File: src/rtl/apb_master_arbiter.sv
// Two-requester APB master: round-robin arbitration in front of a single
// IDLE/SETUP/ACCESS transfer engine with a bounded PREADY wait.
module apb_master_arbiter #(
  parameter int unsigned TIMEOUT = 15
) (
  input  logic        PCLK,
  input  logic        PRESETn,
  input  logic [1:0]  req_valid,
  input  logic [1:0]  req_write,
  input  logic [15:0] req_addr,
  input  logic [15:0] req_wdata,
  output logic [1:0]  req_ack,
  output logic [1:0]  rsp_valid,
  output logic [7:0]  rsp_rdata,
  output logic        rsp_err,
  output logic        PSEL,
  output logic        PENABLE,
  output logic        PWRITE,
  output logic [7:0]  PADDR,
  output logic [7:0]  PWDATA,
  input  logic [7:0]  PRDATA,
  input  logic        PREADY,
  input  logic        PSLVERR
);

  localparam int unsigned CNT_W = $clog2(TIMEOUT + 1);
  localparam logic [CNT_W-1:0] CNT_LAST = CNT_W'(TIMEOUT - 1);

  localparam logic [1:0] ST_IDLE   = 2'd0;
  localparam logic [1:0] ST_SETUP  = 2'd1;
  localparam logic [1:0] ST_ACCESS = 2'd2;

  logic [1:0]       state_q, state_d;
  logic             ptr_q, ptr_d;
  logic             gnt_q, gnt_d;
  logic [CNT_W-1:0] cnt_q, cnt_d;
  logic             pwrite_q, pwrite_d;
  logic [7:0]       paddr_q, paddr_d;
  logic [7:0]       pwdata_q, pwdata_d;
  logic [1:0]       rsp_valid_q, rsp_valid_d;
  logic [7:0]       rsp_rdata_q, rsp_rdata_d;
  logic             rsp_err_q, rsp_err_d;

  logic grant_idx;
  logic start;

  // With both requesters pending the pointer decides; a lone requester wins outright.
  always_comb begin
    // NOTE: every always_comb output gets a default first so no path infers a latch.
    grant_idx = ptr_q;
    if (req_valid == 2'b01) begin
      grant_idx = 1'b0;
    end else if (req_valid == 2'b10) begin
      grant_idx = 1'b1;
    end
  end

  assign start   = (state_q == ST_IDLE) && (req_valid != 2'b00);
  assign req_ack = (start && PRESETn) ? (2'b01 << grant_idx) : 2'b00;

  always_comb begin
    state_d     = state_q;
    ptr_d       = ptr_q;
    gnt_d       = gnt_q;
    cnt_d       = cnt_q;
    pwrite_d    = pwrite_q;
    paddr_d     = paddr_q;
    pwdata_d    = pwdata_q;
    rsp_valid_d = 2'b00;
    rsp_rdata_d = rsp_rdata_q;
    rsp_err_d   = rsp_err_q;

    case (state_q)
      ST_IDLE: begin
        if (start) begin
          state_d  = ST_SETUP;
          gnt_d    = grant_idx;
          ptr_d    = ~grant_idx;
          pwrite_d = req_write[grant_idx];
          paddr_d  = grant_idx ? req_addr[15:8]  : req_addr[7:0];
          pwdata_d = grant_idx ? req_wdata[15:8] : req_wdata[7:0];
        end
      end
      ST_SETUP: begin
        state_d = ST_ACCESS;
        cnt_d   = '0;
      end
      ST_ACCESS: begin
        // A ready slave wins even on the cycle the wait budget runs out.
        if (PREADY) begin
          state_d     = ST_IDLE;
          rsp_valid_d = 2'b01 << gnt_q;
          rsp_err_d   = PSLVERR;
          rsp_rdata_d = pwrite_q ? 8'h00 : PRDATA;
        end else if (cnt_q == CNT_LAST) begin
          state_d     = ST_IDLE;
          rsp_valid_d = 2'b01 << gnt_q;
          rsp_err_d   = 1'b1;
          rsp_rdata_d = 8'h00;
        end else begin
          cnt_d = cnt_q + 1'b1;
        end
      end
      default: begin
        state_d = ST_IDLE;
      end
    endcase
  end

  always_ff @(posedge PCLK) begin
    // NOTE: a synchronous reset clears every register here, including the data
    // registers, because the APB data outputs must read zero out of reset.
    if (!PRESETn) begin
      state_q     <= ST_IDLE;
      ptr_q       <= 1'b0;
      gnt_q       <= 1'b0;
      cnt_q       <= '0;
      pwrite_q    <= 1'b0;
      paddr_q     <= 8'h00;
      pwdata_q    <= 8'h00;
      rsp_valid_q <= 2'b00;
      rsp_rdata_q <= 8'h00;
      rsp_err_q   <= 1'b0;
    end else begin
      // NOTE: sequential state uses non-blocking assignment so every register
      // samples the pre-edge values regardless of statement order.
      state_q     <= state_d;
      ptr_q       <= ptr_d;
      gnt_q       <= gnt_d;
      cnt_q       <= cnt_d;
      pwrite_q    <= pwrite_d;
      paddr_q     <= paddr_d;
      pwdata_q    <= pwdata_d;
      rsp_valid_q <= rsp_valid_d;
      rsp_rdata_q <= rsp_rdata_d;
      rsp_err_q   <= rsp_err_d;
    end
  end

  assign PSEL      = (state_q == ST_SETUP) || (state_q == ST_ACCESS);
  assign PENABLE   = (state_q == ST_ACCESS);
  assign PWRITE    = pwrite_q;
  assign PADDR     = paddr_q;
  assign PWDATA    = pwdata_q;
  assign rsp_valid = rsp_valid_q;
  assign rsp_rdata = rsp_rdata_q;
  assign rsp_err   = rsp_err_q;

endmodule
File: config.mk
export PLATFORM = sky130hd
export DESIGN_NAME = apb_master_arbiter
export DESIGN_NICKNAME = d
export VERILOG_FILES = /design/src/rtl/apb_master_arbiter.sv
export SDC_FILE = /design/constraint.sdc
export NUM_CORES = 1
export LEC_CHECK = 0
export ABC_AREA = 1
export CORE_MARGIN = 2
export CORE_UTILIZATION = 40
export DETAILED_ROUTE_END_ITERATION = 12
export MAX_ROUTING_LAYER = met4
export PLACE_DENSITY_LB_ADDON = 0.3
export SETUP_SLACK_MARGIN = 0.05
export SLEW_MARGIN = 15
export SYNTH_ARGS = -nofsm -noshare
export SYNTH_HDL_FRONTEND = slang
export SYNTH_SLANG_ARGS = --single-unit
File: constraint.sdc
create_clock -name PCLK -period 2 [get_ports PCLK]
set_input_delay 0.6 -clock PCLK [delete_from_list [all_inputs] [get_ports PCLK]]
set_output_delay 0.6 -clock PCLK [all_outputs]
set_load 0.05 [all_outputs]
* Word level (Yosys, flattened, before mapping)
Cells that the tools add are included.
Storage, ports and cells: memories kept 0, bits in writable memories 0, bits in read-only memories 0, word-level logic and storage cells 57, output and inout bits 32, bits in latches 0, register bits after elaboration 36
Cells by class: bitwise operators 1, multiplexer cells 21, $lt $le $gt $ge 1, reduce and logical (&&, ||, !) cells 12, add/sub/neg operators 1, equality and inequality tests 9, shift operators 2, div/mod/pow operators 0, $mul 0
Operators by type and width (number):
- 8-bit 2-to-1 mux | 5
- 2-bit 2-to-1 mux | 6
- 4-bit 2-to-1 mux | 2
- 4-bit one-hot mux with 2 select lines | 1
- 2-bit AND reduction | 4
- 1-bit 2-to-1 mux | 6
- 2-bit inequality test, second input constant | 3
- 2-bit one-hot mux with 3 select lines | 1
- 2-bit nonzero test | 3
- 4-bit by 1-bit adder with 4-bit output, second input constant | 1
- 2-bit by 1-bit equality test with 1-bit output, second input constant | 2
- 2-bit equality test, second input constant | 2
- 4-bit equality test, second input constant | 1
- 1-bit by 1-bit << shifter with 2-bit output, first input constant | 2
- 3-bit by 1-bit inequality test with 1-bit output, second input constant | 1
- 3-bit AND reduction | 1
- 1-bit logical AND | 2
- 2-bit logical NOT | 1
- 1-bit by 2-bit < comparator with 1-bit output, second input constant | 1
- 1-bit logical OR | 1
- 1-bit inverter | 1

* Logic depth before layout (Yosys ltp)
Gate-level depths: netlist of run 1.
word-level depth 5, gate-level depth with buffers 10

* Worst setup path before layout of run 1
OpenSTA, ideal clock, no wires.
kind in2out, start point input PRESETn, end point output req_ack[1], path slack 160 ps, stages 6, data arrival time 1240 ps, required time 1400 ps, cells stage by stage buf_2 -> inv_1 -> nor2_1 -> nand2_1 -> clkinv_2 -> buf_6
Between the ends: cells in the longest elaborated chain, start to end 2
RTL lines:
- from (decl) | RTL line 7 | input logic PRESETn,
- 1-bit logical AND | RTL line 59 | assign req_ack = (start && PRESETn) ? (2'b01 << grant_idx) : 2'b00;
- 2-bit 2-to-1 mux | RTL line 59
- to (decl) | RTL line 12 | output logic [1:0] req_ack,
No other way between the ends.

* Worst setup path after layout of run 1
start point register state_q[0], end point output req_ack[1]
Between the ends: cells in the longest elaborated chain, start to end 4
RTL lines:
- from (decl) | RTL line 33 | logic [1:0] state_q, state_d;
- from (signal assigned) | RTL line 127 | state_q <= state_d;
- 2-bit logical NOT | RTL line 58 | assign start = (state_q == ST_IDLE) && (req_valid != 2'b00);
- 1-bit logical AND | RTL line 58
- 1-bit logical AND | RTL line 59
- 2-bit 2-to-1 mux | RTL line 59
No other way between the ends.

==> impl_metrics.ini, run 1 <==
[run_status]
result_of_the_run = complete, no violations

[detailed_routing]
drtIter0Drc = 64
met3_length_um = 187
drt.antenna.violating_nets = 0
drc_errors = 0
drt-vias-per-instance = 4.75
detailroute.via_count = 1816
wl_per_cell_um = 11.7
drt_pre_antenna_iters = 4
uppermost_layer_routed = met4
total_length_of_routed_met2_wires_um = 2290
routedLengthMet1_um = 1980
finalWirelength_um = 4480

[cells_and_area]
layout_cells_sized_above_1_pct = 20.8
layout.nets = 386
final_cell_count_no_fill = 382
finish.utilization_pct = 66.7
n_antenna_cell = 0
area_growth_syn_to_layout_pct = 60.0

[min_path]
endpoint_of_the_worst_hold_timing_path = rsp_valid[0]
min-delay-path-class = reg2reg
min_path_cells = 1
hold_path.startpoint = gnt_q

[cts]
clk_latency_ns = 0.28
cts_hold_buffers = 0
number_of_levels_in_the_clock_h_tree = 2
tritoncts = yes
clock_tree_buffer_depth = 2
number_of_buffers_created_by_cts = 5
clockRootBuffer = sky130_fd_sc_hd__clkbuf_8
clk_transition_reported_paths_ns = 0.07
clock-sinks = 36

[power]
pwr-share-comb_pct = 43.9
post-layout-total-power_w = 0.00252
share_clk_of_total_power_pct = 20.8
power.sequential.fraction_pct = 35.3
p_leak_nw = 1.28
cell_internal_pwr_w = 0.00153
fraction_of_power_spent_switching_nets_pct = 39.5
vdd_ir_drop_max_mv = 0.675
pwr_density_cell_nw_per_um2 = 938
switchingPower_w = 0.000996

[synthesis]
synth_most_common_cell = sky130_fd_sc_hd__nand2_1
synth_common_cells = 61 x sky130_fd_sc_hd__nand2_1, 36 x sky130_fd_sc_hd__dfxtp_1, 34 x sky130_fd_sc_hd__nor2_1
synth_nets = 295
synth_cells = 240
ys_seq_elements = 36
postSynthAreaPerCell_um2 = 7.00
synth.top_cells.by_area = sky130_fd_sc_hd__dfxtp_1 43%, sky130_fd_sc_hd__nand2_1 14%, sky130_fd_sc_hd__nand3_1 7.7%
ys_types = 19
yosys_warnings = 0
area_of_the_mapped_netlist_um2 = 1680
synthDominantCellAreaShare_pct = 42.9
ys_seq_area_share_pct = 42.9
postSynth.asyncResetShare_pct = 0
synth_edf_count = 0
synth.largest_area_cell = sky130_fd_sc_hd__dfxtp_1
yosys_most_used_dff = sky130_fd_sc_hd__dfxtp_1

[timing]
period_minus_slack_ns = 1.92
maxSlewViolCount = 0
slew-limit-headroom_pct = 79.9
clock.fmax_mhz = 522
worst_clock_skew_ns = 0.00627
finalSetupViolations = 0
hold_vio_cnt_final = 0
finalCritPeriodShare_pct = 95.9
grt_setup_unrepaired = true
worst-slew-pin-transition_ns = 0.301

[floorplan]
floorplan.die.height_um = 68.8
chipWidth_um = 68.8
placement_rows = 23
design.portCount = 80
start_util_pct = 41.7
area_of_the_die_um2 = 4740
coreArea_um2 = 4030

[placed_design]
detailed_place_hpwl_um = 3310
portBuffers = 79
cell_count_after_placement = 369
gp_congestion = 0.786

[grt]
grt_remaining_overflow = 0
grt_first_pass_wirelength_um = 6690
track_usage_pct = 19.3
first_global_vias = 1568
grt_start_max_net_pins = 18
number_of_antenna_violations_at_the_first_check_in_global_routing = 0

[worst_setup_path]
required_ns = 1.40
r2r_setup_slack_ns = 0.43
path_class = reg2out
critical_path.reg2reg.endpoint = PWRITE
worst-r2r-cell-count = 11
cp_data_arrival_time_ns = 1.32
worstPathMaxFanout = 4
critical_register_to_register_path_startpoint = state_q[0]
worst_setup_path_start_kind = flip-flop
worstSetupStartpoint = state_q[0]
critPathCaptureType = output port

[flow_run]
cap_viol_max_count = 0
[registers in the layout, indices dropped and copies added, names as in the netlist]
register   flops
PWDATA         8
state_q        2
PADDR          8
rsp_rdata      8
ptr_q          1
cnt_q          4
PWRITE         1
rsp_err        1
rsp_valid      2
gnt_q          1
[placed cells by master (no fill, tap or decap), types with 4 or more instances in the layout]
master	instances
sky130_fd_sc_hd__buf_12	4
sky130_fd_sc_hd__buf_4	41
sky130_fd_sc_hd__clkbuf_8	6
sky130_fd_sc_hd__clkdlybuf4s50_1	44
sky130_fd_sc_hd__dfxtp_1	34
sky130_fd_sc_hd__ha_1	6
sky130_fd_sc_hd__inv_1	24
sky130_fd_sc_hd__nand2_1	60
sky130_fd_sc_hd__nand3_1	26
sky130_fd_sc_hd__nand4_1	18
sky130_fd_sc_hd__nor2_1	33
sky130_fd_sc_hd__o21ai_0	12
[cell type report]
class | count | area (um^2)
clock inverters | 2 | 10.0
flip-flops and latches | 36 | 726
well taps | 50 | 62.6
fillers | 366 | 1340
clock buffers | 6 | 82.6
repair buffers | 92 | 857
inverters | 30 | 120
multi-input cells | 166 | 831
[logic make-up (layout without fill, tap and decap cells)]
family                     count (synthesis)  count (layout)  share of synthesized area (%)
and+or+nand+nor                          144             144                           38.0
buffers and inverters                     38             130                           9.31
DFF                                       36              36                           42.9
AOI/OAI and AO/OA                         15              15                           4.62
adders and majority gates                  7               7                           5.21
[through the flow]
stage / setup slack, ns / hold slack (ns) / setup TNS [ns] / cell area (um^2)
floorplan: 0.160 / 0.391 / 0 / 1680
global placement: -0.195 / 0.396 / -0.365 / 2520
detailed placement: -0.203 / 0.402 / -0.388 / 2520
CTS: 0.0594 / 0.413 / 0 / 2630
global route: 0.0194 / 0.424 / 0 / 2690
finish: 0.0826 / 0.416 / 0 / 2690
[worst max-delay path: stages (launching register included)]
cell and delay (ns):
sky130_fd_sc_hd__dfxtp_2 0.34, sky130_fd_sc_hd__inv_4 0.08, sky130_fd_sc_hd__ha_4 0.17, sky130_fd_sc_hd__nand2_4 0.06, sky130_fd_sc_hd__nor2_4 0.10, sky130_fd_sc_hd__nand2_2 0.08, sky130_fd_sc_hd__inv_4 0.07, sky130_fd_sc_hd__buf_12 0.13
[layer usage]
metal / vias up / track usage, %
met1: 825 / 22.5
met3: 5 / 4.22
met2: 41 / 33.2
met5: - / -
met4: 0 / 5.88
li1: 945 / -
[power by group through the flow]
stage	Sequential (W)	Combinational, W	Clock [W]
floorplan	0.00116	0.000388	0
global placement	0.000894	0.00103	0
detailed placement	0.000898	0.00104	0
CTS	0.000886	0.00107	0.000544
global route	0.000901	0.00119	0.000577
finish	0.000889	0.00111	0.000525
[how the worst max path moves through the flow]
stage                             to  depth (start not counted)
after detailed placement  req_ack[1]                          6
after global routing      req_ack[1]                          7
after floorplan           req_ack[1]                          6
final                     req_ack[1]                          7
after CTS                 req_ack[1]                          7
after global placement    req_ack[1]                          6
[what timing repair did]
item / 4_1_cts / 5_1_grt
resized for setup: 9 / 10
setup endpoints to repair: 2 / 2
buffers inserted: 0 / 5
pin swaps: 1 / 3
(Power assumes the default switching activity.)
==> run 2: changes to the inputs <==
--- a/config.mk
+++ b/config.mk
@@ -6,7 +6,7 @@
 export NUM_CORES = 1
 export LEC_CHECK = 0
 export ABC_AREA = 1
-export CORE_MARGIN = 2
+export CORE_MARGIN = 3
 export CORE_UTILIZATION = 40
 export DETAILED_ROUTE_END_ITERATION = 12
 export MAX_ROUTING_LAYER = met4
==> impl_metrics.ini, run 2 (same netlist as run 1, synthesis figures left out) <==
[min_path]
hold_path.startpoint = gnt_q
min-delay-path-class = reg2reg

[power]
p_leak_nw = 1.25
power.sequential.fraction_pct = 36.5
pwr_density_cell_nw_per_um2 = 934
switchingPower_w = 0.000976
share_clk_of_total_power_pct = 19.3
vdd_ir_drop_max_mv = 0.563
cell_internal_pwr_w = 0.00147
pwr-share-comb_pct = 44.2
fraction_of_power_spent_switching_nets_pct = 39.9

[detailed_routing]
drc_errors = 0
total_length_of_routed_met2_wires_um = 2320
drtIter0Drc = 104
drt.antenna.violating_nets = 0
met3_length_um = 259
uppermost_layer_routed = met4
drt-vias-per-instance = 4.82
drt_pre_antenna_iters = 4
wl_per_cell_um = 12.2
routedLengthMet1_um = 1960
detailroute.via_count = 1807
finalWirelength_um = 4580

[grt]
grt_start_max_net_pins = 19
first_global_vias = 1593
grt_first_pass_wirelength_um = 7400
track_usage_pct = 18.6
grt_remaining_overflow = 0
number_of_antenna_violations_at_the_first_check_in_global_routing = 0

[cts]
number_of_buffers_created_by_cts = 5
clock-sinks = 36
clockRootBuffer = sky130_fd_sc_hd__clkbuf_8
cts_hold_buffers = 0
tritoncts = yes
clk_latency_ns = 0.28
clk_transition_reported_paths_ns = 0.07
number_of_levels_in_the_clock_h_tree = 2
clock_tree_buffer_depth = 2

[worst_setup_path]
worstPathBufferInverterCount = 3
worst_setup_path_end = req_ack[1]
crit_path_cell_count = 7
required_ns = 1.40
r2r_setup_slack_ns = 0.45
critical_path.slowest_cell = sky130_fd_sc_hd__dfxtp_2
worstSetupStartpoint = state_q[0]
worstPathMaxFanout = 4
critPathCaptureType = output port
critical_register_to_register_path_startpoint = cnt_q[0]
crit_path_max_incr_delay_ns = 0.37
timing.critical_path.max_delay_family = flip-flops
critical_path.reg2reg.endpoint = rsp_rdata[2]
worstPathCellList = inv_4 -> ha_4 -> nand2_2 -> nor2_1 -> nand2_1 -> clkinv_2 -> buf_12
worst_setup_path_start_kind = flip-flop
cp_data_arrival_time_ns = 1.32
worst-r2r-cell-count = 8
path_class = reg2out

[timing]
period_minus_slack_ns = 1.92
worst_clock_skew_ns = 0.00579
slew-limit-headroom_pct = 79.7
grt_setup_unrepaired = true
maxSlewViolCount = 0
setup_ws_final_ns = 0.0826
clock.fmax_mhz = 522
finalSetupViolations = 0
hold_vio_cnt_final = 0
finalCritPeriodShare_pct = 95.9
timing.hold.ws_ns = 0.429
worst-slew-pin-transition_ns = 0.305

[cells_and_area]
layout_commonest_cell = sky130_fd_sc_hd__nand2_1
area_growth_syn_to_layout_pct = 55.9
layout.nets = 382
n_antenna_cell = 0
layout_cells_sized_above_1_pct = 19.0
layout_common_cells = 61 x sky130_fd_sc_hd__nand2_1, 44 x sky130_fd_sc_hd__clkdlybuf4s50_1, 37 x sky130_fd_sc_hd__buf_4, 34 x sky130_fd_sc_hd__dfxtp_1, 34 x sky130_fd_sc_hd__nor2_1
final_cell_area_um2 = 2620

[placed_design]
gp_congestion = 0.784
portBuffers = 79
pre_cts_slack_ns = -0.228
placed_cell_area_um2 = 2500
detailed_place_hpwl_um = 3380

[floorplan]
area_of_the_die_um2 = 5010
chipWidth_um = 70.8
placement_rows = 22
design.portCount = 80
floorplan.die.height_um = 70.8
start_util_pct = 43.6
coreArea_um2 = 3850

[run_status]
result_of_the_run = complete, no violations

[flow_run]
cap_viol_max_count = 0
-- run 2: area by class of cell --
class / count / area, um^2
Timing Repair Buffer: 88 / 822
Sequential cell: 36 / 726
Multi-Input combinational cell: 166 / 816
Inverter: 30 / 119
Fill cell: 345 / 1230
Clock inverter: 1 / 5.00
Tap cell: 48 / 60.1
Clock buffer: 6 / 72.6
-- run 2: what timing repair did --
item	CTS	global route
setup endpoints to repair	2	2
buffers inserted	1	2
pin swaps	1	2
gates cloned	0	0
gates resized for setup	10	5
-- run 2: stage by stage --
| stage | utilization [%] | TNS (ns) | instances | power, W |
|---|---|---|---|---|
| after floorplan | - | 0 | 240 | 0.00155 |
| after global placement | 65.0 | -0.318 | 365 | 0.00193 |
| after detailed placement | 65.0 | -0.364 | 365 | 0.00194 |
| after CTS | 67.5 | 0 | 373 | 0.00245 |
| after global routing | 68.0 | 0 | 375 | 0.00259 |
| final | 68.0 | 0 | 375 | 0.00245 |
-- run 2: per-layer routing --
metal  track usage [%]  vias up
met4              3.76        0
li1                  -      941
met5                 -        -
met2              31.6       47
met1              22.5      815
met3              4.69        4
-- run 2: worst min-delay path by stage --
stage                               to  slack, ns  cells after the start
after floorplan           rsp_valid[0]       0.39                      1
after global placement    rsp_valid[0]       0.40                      1
after detailed placement  rsp_valid[0]       0.41                      1
after CTS                 rsp_valid[0]       0.44                      1
after global routing      rsp_valid[0]       0.47                      1
final                     rsp_valid[0]       0.43                      1
-- run 2: power groups by stage --
stage / registers, W / clock network [W] / logic (W)
finish: 0.000893 / 0.000473 / 0.00108
global route: 0.000905 / 0.000523 / 0.00116
CTS: 0.000888 / 0.000492 / 0.00107
detailed placement: 0.000898 / 0 / 0.00105
global placement: 0.000895 / 0 / 0.00103
floorplan: 0.00116 / 0 / 0.000388
